$ cat src/rtl/adder_pipe.sv
// Pipelined WIDTH-bit add/subtract, split into STAGES carry-chain segments of SEG bits each.
// Latency: STAGES cycles from the accepting edge to out_valid; accepts one beat per cycle.
// Backpressure: the whole pipe advances only when adv = !out_valid || out_ready. in_ready equals adv.
//
// Ports:
//   clk, rst             - clock and synchronous active-high reset
//   in_valid/in_ready    - operand handshake (a, b, cin, sub)
//   out_valid/out_ready  - result handshake (sum, cout, ovf)
//   sub=0: sum = a+b+cin ; sub=1: sum = a-b-cin, and cout=1 means no borrow
module adder_pipe #(
  parameter int WIDTH  = 32,  // must be divisible by STAGES
  parameter int STAGES = 4    // 1..WIDTH
) (
  input  logic             clk,
  input  logic             rst,
  input  logic             in_valid,
  output logic             in_ready,
  input  logic [WIDTH-1:0] a,
  input  logic [WIDTH-1:0] b,
  input  logic             cin,
  input  logic             sub,
  output logic             out_valid,
  input  logic             out_ready,
  output logic [WIDTH-1:0] sum,
  output logic             cout,
  output logic             ovf
);

  localparam int SEG = WIDTH / STAGES;

  logic             adv;
  logic [WIDTH-1:0] b_eff;

  // Every stage moves together, so one advance term covers the whole pipe.
  assign adv      = !out_valid || out_ready;
  assign in_ready = adv;

  // Subtraction as a + ~b + ~cin, so a single carry chain serves both operations.
  assign b_eff = sub ? ~b : b;

  genvar k;
  generate
    for (k = 0; k < STAGES; k++) begin : g_stage
      // Registered state of segment k: valid bit, carry out, and the finished
      // low slices 0..k of this beat (deskew chain).
      logic                 v_q;
      logic                 c_q;
      logic [(k+1)*SEG-1:0] lo_q;

      logic [SEG-1:0] a_seg;
      logic [SEG-1:0] b_seg;
      logic           c_in;
      logic           v_in;
      logic [SEG:0]   seg_sum;

      assign seg_sum = {1'b0, a_seg} + {1'b0, b_seg} + {{SEG{1'b0}}, c_in};

      always_ff @(posedge clk) begin
        if (rst) begin
          v_q <= 1'b0;
          c_q <= 1'b0;
        end else if (adv) begin
          v_q <= v_in;
          c_q <= seg_sum[SEG];
        end
      end

      if (k == 0) begin : g_head
        assign a_seg = a[SEG-1:0];
        assign b_seg = b_eff[SEG-1:0];
        assign c_in  = sub ? ~cin : cin;
        assign v_in  = in_valid;

        always_ff @(posedge clk) begin
          if (rst) begin
            lo_q <= '0;
          end else if (adv) begin
            lo_q <= seg_sum[SEG-1:0];
          end
        end
      end else begin : g_tail
        // Operand slice k arrives through the skew chain of the previous stage,
        // so it belongs to the same beat as the carry from segment k-1.
        assign a_seg = g_stage[k-1].g_skew.a_sk[SEG-1:0];
        assign b_seg = g_stage[k-1].g_skew.b_sk[SEG-1:0];
        assign c_in  = g_stage[k-1].c_q;
        assign v_in  = g_stage[k-1].v_q;

        always_ff @(posedge clk) begin
          if (rst) begin
            lo_q <= '0;
          end else if (adv) begin
            lo_q <= {seg_sum[SEG-1:0], g_stage[k-1].lo_q};
          end
        end
      end

      if (k < STAGES - 1) begin : g_skew
        // Operand bits not yet consumed; they shrink by one segment per stage.
        logic [WIDTH-(k+1)*SEG-1:0] a_sk;
        logic [WIDTH-(k+1)*SEG-1:0] b_sk;
        logic [WIDTH-(k+1)*SEG-1:0] a_hi;
        logic [WIDTH-(k+1)*SEG-1:0] b_hi;

        if (k == 0) begin : g_src_in
          assign a_hi = a[WIDTH-1:SEG];
          assign b_hi = b_eff[WIDTH-1:SEG];
        end else begin : g_src_prev
          assign a_hi = g_stage[k-1].g_skew.a_sk[WIDTH-k*SEG-1:SEG];
          assign b_hi = g_stage[k-1].g_skew.b_sk[WIDTH-k*SEG-1:SEG];
        end

        always_ff @(posedge clk) begin
          if (rst) begin
            a_sk <= '0;
            b_sk <= '0;
          end else if (adv) begin
            a_sk <= a_hi;
            b_sk <= b_hi;
          end
        end
      end else begin : g_flags
        // Last segment holds the sign bits, so overflow is resolved here.
        logic ovf_q;

        always_ff @(posedge clk) begin
          if (rst) begin
            ovf_q <= 1'b0;
          end else if (adv) begin
            ovf_q <= (a_seg[SEG-1] == b_seg[SEG-1]) && (seg_sum[SEG-1] != a_seg[SEG-1]);
          end
        end
      end
    end
  endgenerate

  assign out_valid = g_stage[STAGES-1].v_q;
  assign sum       = g_stage[STAGES-1].lo_q;
  assign cout      = g_stage[STAGES-1].c_q;
  assign ovf       = g_stage[STAGES-1].g_flags.ovf_q;

endmodule

$ cat config.mk
export PLATFORM = sky130hd
export DESIGN_NAME = adder_pipe
export DESIGN_NICKNAME = d
export VERILOG_FILES = /design/src/rtl/adder_pipe.sv
export SDC_FILE = /design/constraint.sdc
export NUM_CORES = 1
export LEC_CHECK = 0
export ABC_CLOCK_PERIOD_IN_PS = 8400
export BUFFER_PORTS_ARGS = -buffer_cell sky130_fd_sc_hd__buf_2
export CAP_MARGIN = 20
export CORE_MARGIN = 2
export CORE_UTILIZATION = 62
export CTS_CLUSTER_SIZE = 14
export DETAILED_ROUTE_END_ITERATION = 10
export PLACE_DENSITY = 0.85
export SYNTH_ARGS = -nofsm -noshare
export SYNTH_HDL_FRONTEND = slang
export SYNTH_SLANG_ARGS = --single-unit
$ cat constraint.sdc
create_clock -name clk -period 8.4 [get_ports clk]
set_clock_uncertainty 0.15 [all_clocks]
set_input_delay 1.68 -clock clk [delete_from_list [all_inputs] [get_ports clk]]
set_output_delay 1.68 -clock clk [all_outputs]
set_load 0.005 [all_outputs]
==> flow_summary.rst <==
.. list-table::
   :header-rows: 1

   * - Metric
     - Value
   * - Cell Rows
     - 41
   * - Clock tree from TritonCTS
     - built
   * - Worst-path cell chain
     - buf_2, nor2b_4, buf_4, inv_6, buf_2
   * - Library cell contributing the largest single delay on the critical path
     - sky130_fd_sc_hd__buf_4
   * - Global-route total usage across every layer
     - 23.6%
   * - Sequential fraction of the synthesis area
     - around 46%
   * - Power per cell area
     - between 200 and 250 nW/µm²
   * - Static leakage
     - between 3 and 4 nW
   * - Layout-stage area growth over the synthesis result
     - 13.5%
   * - Crit path setup slack, layout
     - 3.25 ns
   * - Deepest level of the CTS H-tree
     - 4
   * - Gate Count Post-Synth
     - around 1,000
   * - Crit path launch type
     - input pin
   * - Clock slew at the register clock pins of the worst setup and hold paths
     - ~0.06 ns
   * - R2r endpoint
     - g_stage[1].lo_q[15]
   * - Initial DRC count
     - around 650
   * - Pins Over Slew Limit
     - 0
   * - Post_cts resized
     - 0
   * - Horizontal extent of the die
     - between 100 and 150 µm
   * - Cell accounting for the most synthesized area
     - sky130_fd_sc_hd__dfxtp_1
   * - Number of nets in the layout
     - about 1,100
   * - Critical path peak fanout
     - between 100 and 150
   * - Post-route standard cell area excluding fillers
     - about 9100 µm²
   * - Reported max-cap violation count
     - 0
   * - Maximum number of pins on one net before global-route repair
     - between 100 and 150
   * - Most repeated library cell on the critical path
     - sky130_fd_sc_hd__buf_2
   * - WHS Endpoint
     - sum[0]
   * - Routed wirelength normalized by instance count
     - approximately 13 µm
   * - Core Footprint
     - roughly 13,000 µm²
   * - Via count
     - around 6,600
   * - Flop-to-flop setup slack
     - 5.26 ns
   * - Iteration count of the initial detailed-routing pass
     - 5
   * - Post-synth EDFFs
     - 0
   * - Via density per instance
     - about 5.5
   * - Count of antenna diodes in the layout
     - 0
   * - CP Data Arrival Time
     - ~3.3 ns
   * - Grt total ovfl
     - 0
   * - Portion of synthesized cell area occupied by the leading cell type
     - 46.4%
   * - Critical R2R Launch
     - out_valid
   * - Final setup TNS
     - 0 ns
   * - Total wirelength of the detailed-routed design
     - 16,100 µm
   * - Root buffer cell
     - sky130_fd_sc_hd__clkbuf_16
   * - Share of the clock period used by the worst path after layout
     - 61.3%
   * - Yosys Warn Count
     - 0
   * - Syn_nets
     - ~1,100
   * - Peak clock frequency supported by timing
     - slightly below 0.2 GHz
   * - Most repeated cell in the gate-level netlist after synthesis
     - sky130_fd_sc_hd__nand2_1
   * - Depth of the worst hold-timing path
     - 2
   * - Status
     - finished clean
   * - Worst-case clock buffer depth
     - 2
   * - Dominant synthesized flop cell
     - sky130_fd_sc_hd__dfxtp_1
   * - Total setup buffers inserted after CTS
     - 0
   * - Actual transition at the worst max-transition pin
     - 1.06 ns
   * - Cell count of the worst reg-to-reg path
     - 7
   * - Count of placed standard cells in the final layout, fillers left out
     - around 1,200
   * - Total Die Area
     - roughly 14,000 µm²
   * - DRC Markers
     - 0
   * - Hold Crit Class
     - reg -> reg
   * - Critical Path End Type
     - output pin
   * - Number of global-route vias before repair
     - 5,837
   * - RSZ-0062 raised after global routing
     - no
   * - Global-route wire length before repair
     - approximately 27,000 µm
   * - Count of antenna-violating nets left after detailed routing
     - 0
   * - Max IR drop VDD
     - 140 µV
   * - Initial antenna violation count
     - 0
   * - Synthesized flop and latch total
     - roughly 190
   * - Crit path time final
     - ~5.1 ns
   * - Main area contributors after synthesis
     - sky130_fd_sc_hd__dfxtp_1 (46%), sky130_fd_sc_hd__nand2_1 (13%), sky130_fd_sc_hd__a21oi_1 (9.7%)
   * - Max-Slew Margin vs Limit
     - a little under 30%
   * - Hold buffers post-CTS
     - 0
   * - Die Y-Extent
     - ~120 µm
   * - Worst setup path class
     - in -> out
   * - Mean cell area of the mapped netlist
     - between 8 and 9 µm²
   * - Initial Utilization
     - between 60 and 70%
   * - Cell area after technology mapping
     - around 8000 µm²
   * - Post-place setup slack
     - 3.31 ns
   * - Number of clock sinks
     - 185
   * - Worst path required time
     - ~6.6 ns
   * - Area after detailed placement
     - 8440 µm²
   * - Worst Min Path Start
     - sum[0]
   * - Number of failing setup endpoints in the final timing report
     - 0
   * - Share of async-settable or async-resettable flops after synthesis
     - 0%
   * - Number of failing hold endpoints at the final stage
     - 0
   * - Kind of cell adding the most delay to the critical path
     - buffers and inverters
   * - Share of cells above drive strength 1
     - about 14%
   * - Synth cell types
     - 41
   * - Clock buffer count from CTS
     - 17
   * - Sum of buffers and inverters on the critical path
     - 4
   * - Slowest Stage Delay on Critical Path
     - 0.60 ns
   * - Count of port buffers added during placement
     - roughly 110
   * - Number of ports placed on the die boundary
     - ~110
   * - Detailed placer's ending HPWL
     - a little over 10,000 µm
   * - Clock latency reported for the late side of the worst-skew pair
     - about 0.43 ns
   * - List of most frequent post-synthesis cells
     - sky130_fd_sc_hd__nand2_1 (275), sky130_fd_sc_hd__dfxtp_1 (185), sky130_fd_sc_hd__a21oi_1 (155), sky130_fd_sc_hd__buf_2 (44), sky130_fd_sc_hd__nand3_1 (36)
   * - Cell total after placement
     - ~1,200
   * - Routability Congestion
     - just over 0.8
==> report_power, final <==
group / switching [W] / total, W / internal, W
clock network: 0.000326 / 0.000831 / 0.000504
registers: 0.0000324 / 0.000968 / 0.000936
logic: 0.000108 / 0.000196 / 0.0000881
==> stage by stage <==
step                      util (%)  power, W  hold slack (ns)
after detailed placement      67.1   0.00118            0.290
after global routing          72.1   0.00207            0.317
after floorplan                  -   0.00112            0.282
after global placement        67.1   0.00117            0.286
final                         72.1   0.00200            0.297
after CTS                     72.1   0.00200            0.299
==> per-layer routing <==
metal	vias to the layer above	global-route usage [%]	share of wire (%)
met5	-	0	0
met4	0	7.83	1.5
met3	19	5.81	4.9
met2	176	35.2	45
met1	3011	33.6	49
li1	3439	-	-
==> cell families (layout without fill, tap and decap cells) <==
group / count (synthesis) / in the layout / share of synthesized area, %
XOR/XNOR: 41 / 41 / 4.50
adder cells (fa/ha/maj): 36 / 36 / 6.40
AND/OR/NAND/NOR: 385 / 385 / 20.4
buffers and inverters: 78 / 152 / 4.63
flip-flops: 185 / 185 / 46.4
AO/OA/AOI/OAI: 248 / 248 / 17.7
==> layout make-up <==
type	instances	area [µm²]
clock buffers	20	447
clock inverters	12	174
flip-flops and latches	185	3700
multi-input cells	710	3910
repair buffers	111	573
fillers	1035	3510
well taps	172	215
inverters	9	38.8
==> worst max path at each step <==
| stage | start | endpoint | slack [ns] | cells past startpoint |
|---|---|---|---|---|
| finish | out_ready | in_ready | 3.25 | 5 |
| global route | out_ready | in_ready | 3.14 | 5 |
| CTS | out_ready | in_ready | 3.31 | 5 |
| detailed placement | out_ready | in_ready | 3.31 | 5 |
| global placement | out_ready | in_ready | 3.32 | 5 |
| floorplan | out_ready | in_ready | 4.34 | 5 |
==> worst min-delay path: cells and delay by family (launching register included) <==
kind / cells / cell delay [ns]
DFF: 1 / 0.30
and+or+nand+nor: 1 / 0.05
AOI/OAI and AO/OA: 1 / 0.05
==> flip-flops by register name (all words and copies together), names as in the netlist <==
register	cells
g_stage.g_skew.a_sk	48
g_stage.g_skew.b_sk	48
g_stage.lo_q	48
sum	32
g_stage.c_q	3
g_stage.v_q	3
cout	1
out_valid	1
ovf	1
==> layout by cell type (no fill, tap or decap), drive strengths merged, types with 9 or more instances in the layout <==
cell	instances
nor2	31
inv	9
dfxtp	185
xnor2	28
buf	111
o21ai	28
xor2	13
ha	28
a211oi	35
nand3	36
a21oi	155
nand2	275
clkbuf	20
or3	9
(Power assumes the default switching activity.)
